[config.mk]
export PLATFORM = sky130hd
export DESIGN_NAME = gecko_compute_sequencer
export DESIGN_NICKNAME = d
export VERILOG_FILES = /design/src/rtl/gecko_compute_sequencer.sv
export SDC_FILE = /design/constraint.sdc
export NUM_CORES = 1
export LEC_CHECK = 0
export ABC_CLOCK_PERIOD_IN_PS = 4500
export BUFFER_PORTS_ARGS = -buffer_cell sky130_fd_sc_hd__buf_2
export CAP_MARGIN = 20
export CORE_MARGIN = 2
export CORE_UTILIZATION = 51
export CTS_BUF_LIST = sky130_fd_sc_hd__clkbuf_4
export DETAILED_ROUTE_END_ITERATION = 8
export PLACE_DENSITY = 0.82
export SLEW_MARGIN = 10
export SYNTH_ARGS = -nofsm -noshare
export SYNTH_HDL_FRONTEND = slang
export SYNTH_SLANG_ARGS = --single-unit
[constraint.sdc]
create_clock -name clk -period 4.5 [get_ports clk]
set_clock_uncertainty 0.2 [all_clocks]
set_input_delay 0.9 -clock clk [delete_from_list [all_inputs] [get_ports clk]]
set_output_delay 0.9 -clock clk [all_outputs]
set_load 0.005 [all_outputs]
[src/rtl/gecko_compute_sequencer.sv]
// Host-side sequencer for the gecko compute block: streams a program image into the
// block over single-beat AXI writes, then releases the core and supervises its run.
module gecko_compute_sequencer #(
    parameter int                    ADDR_WIDTH       = 32,
    parameter int                    ADDR_SPACE_WIDTH = 13,
    parameter logic [ADDR_WIDTH-1:0] BASE_ADDR        = '0,
    parameter int unsigned           TIMEOUT_CYCLES   = 0
) (
    input  logic                  clk,
    input  logic                  rst,
    input  logic                  start,
    input  logic                  load_valid,
    output logic                  load_ready,
    input  logic [31:0]           load_data,
    input  logic                  load_last,
    output logic                  axi_awvalid,
    input  logic                  axi_awready,
    output logic [ADDR_WIDTH-1:0] axi_awaddr,
    output logic [7:0]            axi_awlen,
    output logic [2:0]            axi_awsize,
    output logic [1:0]            axi_awburst,
    output logic                  axi_wvalid,
    input  logic                  axi_wready,
    output logic [31:0]           axi_wdata,
    output logic [3:0]            axi_wstrb,
    output logic                  axi_wlast,
    input  logic                  axi_bvalid,
    output logic                  axi_bready,
    input  logic [1:0]            axi_bresp,
    output logic                  core_rst,
    input  logic                  finished_flag,
    input  logic                  faulted_flag,
    output logic                  busy,
    output logic                  done,
    output logic [2:0]            status,
    output logic [31:0]           run_cycles
);

    localparam int              IDX_W         = ADDR_SPACE_WIDTH - 2;
    localparam logic [IDX_W-1:0] LAST_IDX     = '1;
    localparam logic [31:0]     TIMEOUT_LIMIT = 32'(TIMEOUT_CYCLES) - 32'd1;

    typedef enum logic [2:0] {
        S_IDLE, S_LOAD, S_WRITE, S_RESP, S_RUN, S_DONE
    } state_t;

    typedef enum logic [2:0] {
        ST_NONE     = 3'd0,
        ST_FINISHED = 3'd1,
        ST_FAULTED  = 3'd2,
        ST_TIMEOUT  = 3'd3,
        ST_AXI_ERR  = 3'd4,
        ST_OVERFLOW = 3'd5
    } status_t;

    state_t           state_q, state_d;
    status_t          status_q, status_d;
    logic [IDX_W-1:0] word_index_q, word_index_d;
    logic [31:0]      run_cycles_q, run_cycles_d;
    logic             load_ready_q, load_ready_d;
    logic             awvalid_q, awvalid_d;
    logic             wvalid_q, wvalid_d;
    logic             bready_q, bready_d;
    logic             core_rst_q, core_rst_d;
    logic [31:0]      wdata_q;
    logic             last_q;
    logic             flags_live;

    always_comb begin
        // NOTE: every signal gets a default before the case so no path leaves it unassigned
        // (which would infer a latch); the defaults hold the registered value.
        state_d      = state_q;
        status_d     = status_q;
        word_index_d = word_index_q;
        run_cycles_d = run_cycles_q;
        load_ready_d = load_ready_q;
        awvalid_d    = awvalid_q;
        wvalid_d     = wvalid_q;
        bready_d     = bready_q;
        core_rst_d   = core_rst_q;
        // run_cycles is cleared on start, so zero marks the first RUN cycle
        flags_live   = (run_cycles_q != 32'd0);

        case (state_q)
            S_IDLE, S_DONE: begin
                if (start) begin
                    state_d      = S_LOAD;
                    load_ready_d = 1'b1;
                    core_rst_d   = 1'b1;
                    word_index_d = '0;
                    status_d     = ST_NONE;
                    run_cycles_d = '0;
                end
            end
            S_LOAD: begin
                if (load_valid && load_ready_q) begin
                    state_d      = S_WRITE;
                    load_ready_d = 1'b0;
                    awvalid_d    = 1'b1;
                    wvalid_d     = 1'b1;
                end
            end
            S_WRITE: begin
                if (awvalid_q && axi_awready) awvalid_d = 1'b0;
                if (wvalid_q && axi_wready)   wvalid_d  = 1'b0;
                if (!awvalid_d && !wvalid_d) begin
                    state_d  = S_RESP;
                    bready_d = 1'b1;
                end
            end
            S_RESP: begin
                if (axi_bvalid && bready_q) begin
                    bready_d = 1'b0;
                    if (axi_bresp != 2'b00) begin
                        status_d = ST_AXI_ERR;
                        state_d  = S_DONE;
                    end else if (last_q) begin
                        state_d    = S_RUN;
                        core_rst_d = 1'b0;
                    end else if (word_index_q == LAST_IDX) begin
                        status_d = ST_OVERFLOW;
                        state_d  = S_DONE;
                    end else begin
                        word_index_d = word_index_q + 1'b1;
                        load_ready_d = 1'b1;
                        state_d      = S_LOAD;
                    end
                end
            end
            S_RUN: begin
                if (run_cycles_q != 32'hFFFF_FFFF) run_cycles_d = run_cycles_q + 32'd1;
                if (flags_live && faulted_flag) begin
                    status_d = ST_FAULTED;
                    state_d  = S_DONE;
                end else if (flags_live && finished_flag) begin
                    status_d = ST_FINISHED;
                    state_d  = S_DONE;
                end else if (TIMEOUT_CYCLES != 0 && run_cycles_q == TIMEOUT_LIMIT) begin
                    status_d = ST_TIMEOUT;
                    state_d  = S_DONE;
                end
            end
            default: state_d = S_IDLE;
        endcase
    end

    // NOTE: sequential state uses non-blocking assignments so every register samples
    // the pre-edge values, independent of process ordering.
    always_ff @(posedge clk or posedge rst) begin
        if (rst) begin
            state_q      <= S_IDLE;
            status_q     <= ST_NONE;
            word_index_q <= '0;
            run_cycles_q <= '0;
            load_ready_q <= 1'b0;
            awvalid_q    <= 1'b0;
            wvalid_q     <= 1'b0;
            bready_q     <= 1'b0;
            core_rst_q   <= 1'b1;
        end else begin
            state_q      <= state_d;
            status_q     <= status_d;
            word_index_q <= word_index_d;
            run_cycles_q <= run_cycles_d;
            load_ready_q <= load_ready_d;
            awvalid_q    <= awvalid_d;
            wvalid_q     <= wvalid_d;
            bready_q     <= bready_d;
            core_rst_q   <= core_rst_d;
        end
    end

    // NOTE: the captured payload has no reset; it is only consumed after a load
    // handshake has written it, so reset would add fan-out for no benefit.
    always_ff @(posedge clk) begin
        if (state_q == S_LOAD && load_valid && load_ready_q) begin
            wdata_q <= load_data;
            last_q  <= load_last;
        end
    end

    assign load_ready  = load_ready_q;
    assign axi_awvalid = awvalid_q;
    assign axi_awaddr  = BASE_ADDR + ADDR_WIDTH'({word_index_q, 2'b00});
    assign axi_awlen   = 8'd0;
    assign axi_awsize  = 3'd2;
    assign axi_awburst = 2'b01;
    assign axi_wvalid  = wvalid_q;
    assign axi_wdata   = wdata_q;
    assign axi_wstrb   = 4'hF;
    assign axi_wlast   = 1'b1;
    assign axi_bready  = bready_q;
    assign core_rst    = core_rst_q;
    assign busy        = (state_q == S_LOAD) || (state_q == S_WRITE) ||
                         (state_q == S_RESP) || (state_q == S_RUN);
    assign done        = (state_q == S_DONE);
    assign status      = status_q;
    assign run_cycles  = run_cycles_q;

endmodule

---- Word-level counts from Yosys, hierarchy flattened ----
Cells that the tools add are included.
cells by class
  magnitude comparators ................... 0
  equality and inequality tests ........... 19
  $add $sub $neg .......................... 2
  multiply operators ...................... 0
  muxes and demuxes ....................... 48
  bitwise logic cells ..................... 0
  reductions and logical operators ........ 32
  shift operators ......................... 0
  divide/modulo/power cells ............... 0
operators with widths
  cell                   count
  $mux 32                2
  $pmux 32 s2            1
  $mux 11                5
  $mux 3                 16
  $add 32x1->32 const B  1
  $ne 32x32->1 const B   1
  $reduce_bool 32->1     1
  $pmux 11 s2            1
  $ne 2x2->1 const B     9
  $mux 1                 16
  $pmux 3 s5             1
  $reduce_and 6->1       2
  $add 11x1->11 const B  1
  $eq 11x11->1 const B   1
  $reduce_and 5->1       2
  $reduce_bool 2->1      5
  $logic_and 1x1->1      9
  $ne 3x3->1 const B     3
  $pmux 3 s3             1
  $pmux 1 s2             4
  $reduce_and 7->1       1
  $eq 3x2->1 const B     2
  $eq 3x3->1 const B     2
  $reduce_and 3->1       2
  other kinds (8)        12
storage, ports and cells
  memory bits (read-only) ................. 0
  flip-flop bits (word level) ............. 87
  bits in latches ......................... 0
  input port bits ......................... 44
  bits in writable memories ............... 0
  word-level logic and storage cells ...... 112
  memories kept ........................... 0

---- Logic depth before layout (Yosys ltp) ----
Gate-level depths: netlist of run 1.
  depth after elaboration ................. 7
  mapped depth ............................ 7

---- Worst setup path before layout of run 1 ----
Ideal clock, no wire load.
  path kind ............................... input to register
  from .................................... in load_valid
  to ...................................... reg wdata_q[0], in the netlist axi_wdata[0], enable pin
  slack ................................... 252 ps
  required time ........................... 3827 ps
  arrival ................................. 3574 ps
  cell stages on the path ................. 2
  buffers on the path ..................... 0
  library setup time ...................... 473 ps
  cells stage by stage .................... and2_1 -> nor3b_1
between the ends
  longest elaborated chain between the ends .. 2
ends and longest elaborated chain
  what                             RTL line  text
  start: declaration               12        input logic load_valid,
  $logic_and 1x1->1 (2 in series)  176       if (state_q == S_LOAD && load_valid && load_ready_q) begin
  end signal: assignment           177       wdata_q <= load_data;
  end: declaration                 65        logic [31:0] wdata_q;
No other way between the ends.
A chain may end at the register's enable or synchronous reset.

---- Final worst setup path of run 1 ----
  from .................................... reg state_q[0]
  to ...................................... reg run_cycles_q[31], in the netlist run_cycles[31]
between the ends
  longest elaborated chain between the ends .. 4
  elaborated cells between the ends (all ways) .. 9
  those cells by class .................... 4 x eq/ne; 1 x mux; 4 x reduce/logical
ends and longest elaborated chain
  what                                                       RTL line  text
  start: declaration                                         56        state_t state_q, state_d;
  start signal: assignment                                   161       state_q <= state_d;
  $eq 3x3->1 or $logic_not 3->1 (tied branches)              84        case (state_q)
  $reduce_or 2->1                                            84
  $ne 2x2->1 (no line) or $reduce_bool 2->1 (tied branches)  -
  $reduce_and 3->1 (no line)                                 -
  end signal: assignment                                     164       run_cycles_q <= run_cycles_d;
  end: declaration                                           59        logic [31:0] run_cycles_q, run_cycles_d;
Several ways; a longest one is shown, not always the timed one.

==> results.yml, run 1 <==
clocking:
  clock_latency_ns: 0.42
  cts_buffers: 9
  cts.sinks: 87
  ctsLongestPathBuffers: 2
  htreeDepth: 3
  cts_tree: "done"
  worst_setup_hold_path_clk_slew_ns: 0.15
  cts_setup_buffers: 0
  ctsHoldBuffers: 0
  cts-resized-gates: 0
  root_buffer: "clkbuf_4"
floorplan:
  start_util_pct: 52.3
  die_area_mm2: 0.00967
  die_x_um: 98.3
  die_y_um: 98.3
  ios: 168
  rows: 34
  core_mm2: 0.00868
min_path:
  min_path_type: "flop to flop"
  worst_hold_path.num_cells: 2
  hold_start: "core_rst$_DFFE_PP1P_"
  hold_path_end: "core_rst$_DFFE_PP1P_"
detailed_routing:
  vias_per_cell: 5.91
  ant_nets: 0
  wl_per_cell_um: 16.8
  totalWireLength_um: 11600
  firstDrtPassIters: 5
  vias: 4051
  drc: 0
  dr.first_iter.drc_count: 267
timing:
  fmax_mhz: 347
  timing.slew.headroom_pct: 47.1
  worst_pin_slew_ns: 0.787
  hold_violations: 0
  finalMaxSlewViolations: 0
  fin_ws_ns: 1.61
  rsz0062_at_grt: "no"
  fin_crit_sh_pct: 64.1
  finalSetupTns_ns: 0
  layout_min_cycle_time_ns: 2.89
  setup_viol: 0
global_routing:
  grt_util_all_layers_pct: 23.5
  grt_max_degree: 35
  antenna_found_initial: 1
  grt.overflow.total: 0
  grt_pass1_wl_um: 18300
  grt_pass1_vias: 3646
finish:
  syn2layout_area_growth_pct: 16.3
  drive_above_1_share_pct: 28.2
  nNetsFinal: 619
critical_path:
  reg2reg_depth: 5
  cp-start-kind: "flop"
  r2r-end: "run_cycles[31]$_DFFE_PP0P_"
  cp.required_ns: 4.62
  r2r_slack_ns: 1.61
  cp-end-kind: "flop"
  reg2reg_from: "state_q[0]$_DFFE_PP0P_"
  arrival_ns: 3.01
  critPathKind: "flop to flop"
  cp_max_fo: 19
logic_synthesis:
  ys_warn_count: 0
  synth.cell_area_mm2: 0.00454
  synth_seq_cells: 87
  synth_compound_area_share_pct: 16.3
  ys_seq_area_share_pct: 51.6
  ys.flop_type: "dfrtp_1"
  yosysUniqueCellTypes: 64
  synthXorXnorAreaFrac_pct: 0.579
  netlist_instances: 447
  synth_top_family_by_area: "simple AND/OR/NAND/NOR gates"
  synth_edf_count: 33
  synth_simple_gate_area_share_pct: 20.3
  synth_async_sr_flop_share_pct: 62.1
  synthAdderAreaFrac_pct: 0.827
  synth_area_per_cell_um2: 10.2
  synthMuxAreaShare_pct: 0.937
power_and_ir_drop:
  power_density_mw_per_mm2: 433
  p_leak_nw: 2.37
  ir_drop_uv: 181
placed_design:
  hpwl_um: 8610
  place.gp.congestion: 0.921
  io_buffers: 128
  dp_slack_ns: 1.57
job:
  cap_violations: 0
outcome:
  status: "completed"
==> synthesized netlist by cell type (4+ instances only) <==
| cell | instances | share of area [%] |
|---|---|---|
| and4_1 | 7 | 1.4 |
| o31ai_1 | 12 | 2.0 |
| buf_2 | 5 | 0.55 |
| a31oi_1 | 8 | 1.1 |
| edfxtp_1 | 33 | 22 |
| nand2_1 | 32 | 2.6 |
| or4_1 | 11 | 1.8 |
| nand4_1 | 16 | 2.2 |
| nor2_1 | 28 | 2.3 |
| a21oi_1 | 34 | 3.7 |
| o21ai_0 | 24 | 2.6 |
| o21ai_1 | 5 | 0.55 |
| nor4_1 | 10 | 1.4 |
| inv_1 | 13 | 1.1 |
| nor3_1 | 5 | 0.55 |
| and3_1 | 4 | 0.55 |
| or3_1 | 9 | 1.2 |
| dfrtp_1 | 53 | 29 |
| nand3_1 | 20 | 2.2 |
| buf_4 | 39 | 6.5 |
| clkbuf_1 | 9 | 0.74 |
==> final cells by class <==
type                       count  area [µm²]
sequential                    87        2340
fill                         739        3400
timing repair buffer         132         671
tap                          108         135
multi-input combinational    329        1930
inverter                      13        48.8
antenna                        1        2.50
clock buffer                   9        67.6
clock inverter                 7        81.3
==> where the power goes <==
group	internal [W]	leakage, nW	switching, W
sequential	0.000957	1.04	0.000122
clock	0.000178	0.0824	0.000290
combinational	0.000275	1.25	0.000463
==> flip-flops by register name (all words and copies together) (netlist names) <==
| signal | flops |
|---|---|
| axi_wdata | 32 |
| run_cycles | 32 |
| word_index_q | 11 |
| state_q | 3 |
| status | 3 |
| axi_awvalid | 1 |
| axi_bready | 1 |
| axi_wvalid | 1 |
| core_rst | 1 |
| last_q | 1 |
| load_ready | 1 |
==> metal layers <==
metal / routed length, µm / track usage (%)
met4: 171 / 8.11
met5: 0 / 0
met2: 5910 / 39.8
met3: 1010 / 4.58
met1: 4460 / 30.3
==> cells by family after synthesis <==
kind of cell               Yosys count
buffers and inverters               68
DFF                                 87
adders and majority gates            3
other                                2
and+or+nand+nor                    165
muxes                                4
xor gates and xnor gates             3
AOI/OAI and AO/OA                  115
==> layout by cell type (no fill, tap or decap), drive strengths merged, types with 15 or more instances in the layout <==
master,count
dfrtp,53
buf,132
edfxtp,33
nand2,32
conb,39
o21ai,29
nand4,17
nand3,20
nor2,28
a21oi,35
inv,15
==> critical path, cell delays in order (launching register included) <==
cell     delay, ns
dfrtp_1       0.61
or3b_2        0.70
or2_4         0.34
o31ai_4       0.61
nor4_1        0.13
o21a_1        0.20
==> worst max-delay path by stage <==
stage	start	endpoint	slack (ns)
floorplan	load_valid	axi_wdata[0]$_DFFE_PP_	0.25
global placement	axi_bresp[1]	word_index_q[6]$_DFFE_PP0P_	1.66
detailed placement	axi_bresp[1]	word_index_q[6]$_DFFE_PP0P_	1.57
CTS	state_q[0]$_DFFE_PP0P_	run_cycles[3]$_DFFE_PP0P_	1.66
global route	state_q[1]$_DFFE_PP0P_	run_cycles[3]$_DFFE_PP0P_	1.45
finish	state_q[0]$_DFFE_PP0P_	run_cycles[31]$_DFFE_PP0P_	1.61
==> stage by stage <==
stage                     hold WS [ns]  total power [W]  utilization (%)  instance area (µm²)  cells
after global placement           0.270          0.00181             59.1                 5130    669
after floorplan                  0.267          0.00159                -                 4680    484
after detailed placement         0.273          0.00183             59.1                 5130    669
after CTS                        0.294          0.00229             60.8                 5280    685
final                            0.291          0.00228             60.8                 5280    686
after global routing             0.328          0.00244             60.8                 5280    686
(Power assumes the default switching activity.)
==> run 2, diff against run 1 <==
--- a/config.mk
+++ b/config.mk
@@ -5,11 +5,12 @@
 export SDC_FILE = /design/constraint.sdc
 export NUM_CORES = 1
 export LEC_CHECK = 0
-export ABC_CLOCK_PERIOD_IN_PS = 4500
+export ABC_AREA = 1
+export ABC_CLOCK_PERIOD_IN_PS = 2700
 export BUFFER_PORTS_ARGS = -buffer_cell sky130_fd_sc_hd__buf_2
 export CAP_MARGIN = 20
 export CORE_MARGIN = 2
-export CORE_UTILIZATION = 51
+export CORE_UTILIZATION = 52
 export CTS_BUF_LIST = sky130_fd_sc_hd__clkbuf_4
 export DETAILED_ROUTE_END_ITERATION = 8
 export PLACE_DENSITY = 0.82
==> constraint.sdc (replaced) <==
create_clock -name clk -period 2.7 [get_ports clk]
set_clock_uncertainty 0.2 [all_clocks]
set_input_delay 0.54 -clock clk [delete_from_list [all_inputs] [get_ports clk]]
set_output_delay 0.54 -clock clk [all_outputs]
set_load 0.005 [all_outputs]
==> results.yml, run 2 <==
floorplan:
  die_x_um: 102
  start_util_pct: 53.6
  ios: 168
  core_mm2: 0.00924
  die_y_um: 102
  die_area_mm2: 0.0103
  rows: 35
timing:
  fmax_mhz: 418
  rsz0062_at_grt: "no"
  timing.slew.headroom_pct: 64.9
  setup_viol: 0
  hold_violations: 0
  fin_crit_sh_pct: 88.7
  worst_pin_slew_ns: 0.525
  layout_min_cycle_time_ns: 2.39
  finalMaxSlewViolations: 0
  finalSetupTns_ns: 0
detailed_routing:
  firstDrtPassIters: 5
  totalWireLength_um: 12800
  ant_nets: 0
  vias_per_cell: 5.15
  drc: 0
  wl_per_cell_um: 14.3
  vias: 4602
  dr.first_iter.drc_count: 326
critical_path:
  reg2reg_from: "run_cycles[0]$_DFFE_PP0P_"
  crit_start: "run_cycles[0]$_DFFE_PP0P_"
  r2r_slack_ns: 0.31
  r2r-end: "run_cycles[7]$_DFFE_PP0P_"
  cp-end-kind: "flop"
  cp.required_ns: 2.84
  endpoint: "run_cycles[7]$_DFFE_PP0P_"
  cp_max_fo: 27
  cp-start-kind: "flop"
  arrival_ns: 2.53
  reg2reg_depth: 10
  critPathKind: "flop to flop"
logic_synthesis:
  yosysUniqueCellTypes: 34
  synthMuxAreaShare_pct: 0
  synth_seq_cells: 87
  synth_top_cell_area_share_pct: 26.8
  synth.largest_area_cell: "dfrtp_1"
  synth_top_family_by_area: "simple AND/OR/NAND/NOR gates"
  ys_warn_count: 0
  synth_simple_gate_area_share_pct: 30.3
  yosysMostFrequentCell: "nand2_1"
  synth.cell_area_mm2: 0.00495
  yosys-top-cells-count: "nand2_1, nor2_1, inv_1, nand3_1, dfrtp_1"
  netlist_top_cells_area: "dfrtp_1, edfxtp_1, nand2_1, buf_4, nand3_1"
  ys.flop_type: "dfrtp_1"
  ys_seq_area_share_pct: 47.4
  netlist_instances: 627
  synth_async_sr_flop_share_pct: 62.1
  synth_area_per_cell_um2: 7.89
  synth_edf_count: 33
  synth_compound_area_share_pct: 6.52
  synthAdderAreaFrac_pct: 0.759
  synthXorXnorAreaFrac_pct: 2.65
global_routing:
  grt_use_met3_pct: 4.42
  busiest_layer: "met2"
  grt.overflow.total: 0
  grt_pass1_wl_um: 20400
  grt_max_degree: 37
  grtUsageMet1_pct: 33.5
  grt_util_all_layers_pct: 25.2
  grt_pass1_vias: 4299
  antenna_found_initial: 0
  globalRouteMet2Util_pct: 40.8
finish:
  fill_cells: 830
  nNetsFinal: 807
  final_common_cell: "nand2_1"
  final_util_pct: 62.8
  regArea_mm2: 0.00234
  drive_above_1_share_pct: 22.7
  mostFrequentLayoutCells: "nand2_1, buf_2, nor2_1"
  multi_input_area_mm2: 0.00215
  syn2layout_area_growth_pct: 17.2
  diodes: 0
outcome:
  status: "completed"
clocking:
  root_buffer: "clkbuf_4"
  ctsLongestPathBuffers: 2
  cts.sinks: 87
  htreeDepth: 3
  cts-resized-gates: 0
  clock_latency_ns: 0.44
  worst_setup_hold_path_clk_slew_ns: 0.16
  cts_tree: "done"
  ctsHoldBuffers: 1
  cts_setup_buffers: 0
  cts_buffers: 9
min_path:
  worst_hold_path.num_cells: 1
  min_path_type: "input port to flop"
power_and_ir_drop:
  total_power_w: 0.00382
  power_density_mw_per_mm2: 659
  ir_drop_uv: 295
  p_leak_nw: 2.84
job:
  cap_violations: 0
placed_design:
  place.gp.congestion: 0.970
  hpwl_um: 9700
  io_buffers: 128
[run 2: cell types whose count changed after synthesis, sizes merged, moves of 9 or more]
| cell | before | now |
|---|---|---|
| xor2 | 1 | 14 |
| or3 | 9 | 0 |
| nand3 | 20 | 54 |
| or4 | 12 | 0 |
| o21ai | 29 | 47 |
| a21oi | 35 | 4 |
| nor4 | 10 | 0 |
| nor2 | 28 | 71 |
| nor3 | 7 | 20 |
| nand2 | 32 | 181 |
| o31ai | 13 | 1 |
| inv | 13 | 65 |
[run 2: cell families (layout without fill, tap and decap cells)]
family                   Yosys count  after routing
AO/OA/AOI/OAI                     55             55
XOR/XNOR                          15             15
adder cells (fa/ha/maj)            3              3
buffers and inverters            115            216
flip-flops                        87             87
other                              2             39
AND/OR/NAND/NOR                  350            350
[run 2: how the worst min path moves through the flow]
| stage | startpoint | end |
|---|---|---|
| after CTS | load_data[31] | axi_wdata[31]$_DFFE_PP_ |
| final | load_data[13] | axi_wdata[13]$_DFFE_PP_ |
| after floorplan | status[1]$_DFFE_PP0P_ | status[1]$_DFFE_PP0P_ |
| after detailed placement | status[2]$_DFFE_PP0P_ | status[2]$_DFFE_PP0P_ |
| after global routing | load_data[31] | axi_wdata[31]$_DFFE_PP_ |
| after global placement | status[2]$_DFFE_PP0P_ | status[2]$_DFFE_PP0P_ |
[run 2: final cells by class]
type	count	area share [%]
Sequential cell	87	40.4
Multi-Input combinational cell	462	37.0
Timing Repair Buffer	135	12.2
Inverter	65	4.21
Tap cell	129	2.78
Clock inverter	7	2.20
Clock buffer	9	1.17
[run 2: routing by layer]
metal | part of all wire [%] | routed length [µm] | vias to the layer above
met2 | 46 | 5870 | 260
met5 | 0 | 0 | -
met3 | 9.0 | 1150 | 28
li1 | - | - | 2214
met4 | 2.2 | 286 | 0
met1 | 43 | 5520 | 2100
[run 2: power breakdown]
group          switching [W]  internal (W)
clock network       0.000477      0.000482
registers           0.000106       0.00156
logic               0.000842      0.000352
[run 2: worst max-delay path: stages, from the launching register on]
cell and delay [ns]:
dfrtp_1 0.46, ha_1 0.28, nand2_1 0.12, nor2_1 0.16
nand3_1 0.10, nor2_1 0.10, nand2_1 0.15, nand2_4 0.26
inv_2 0.26, nand2_1 0.14, o21ai_2 0.06
[run 2: stage by stage]
step / hold WS [ns] / std cells / setup slack, ns / instance area, µm²
6_report: 0.0544 / 894 / 0.306 / 5800
5_1_grt: 0.0297 / 894 / 0.0330 / 5800
4_1_cts: 0.0230 / 894 / 0.332 / 5800
3_5_place_dp: 0.266 / 877 / 0.328 / 5590
3_3_place_gp: 0.253 / 877 / 0.452 / 5590
2_1_floorplan: 0.265 / 664 / 0.471 / 5100
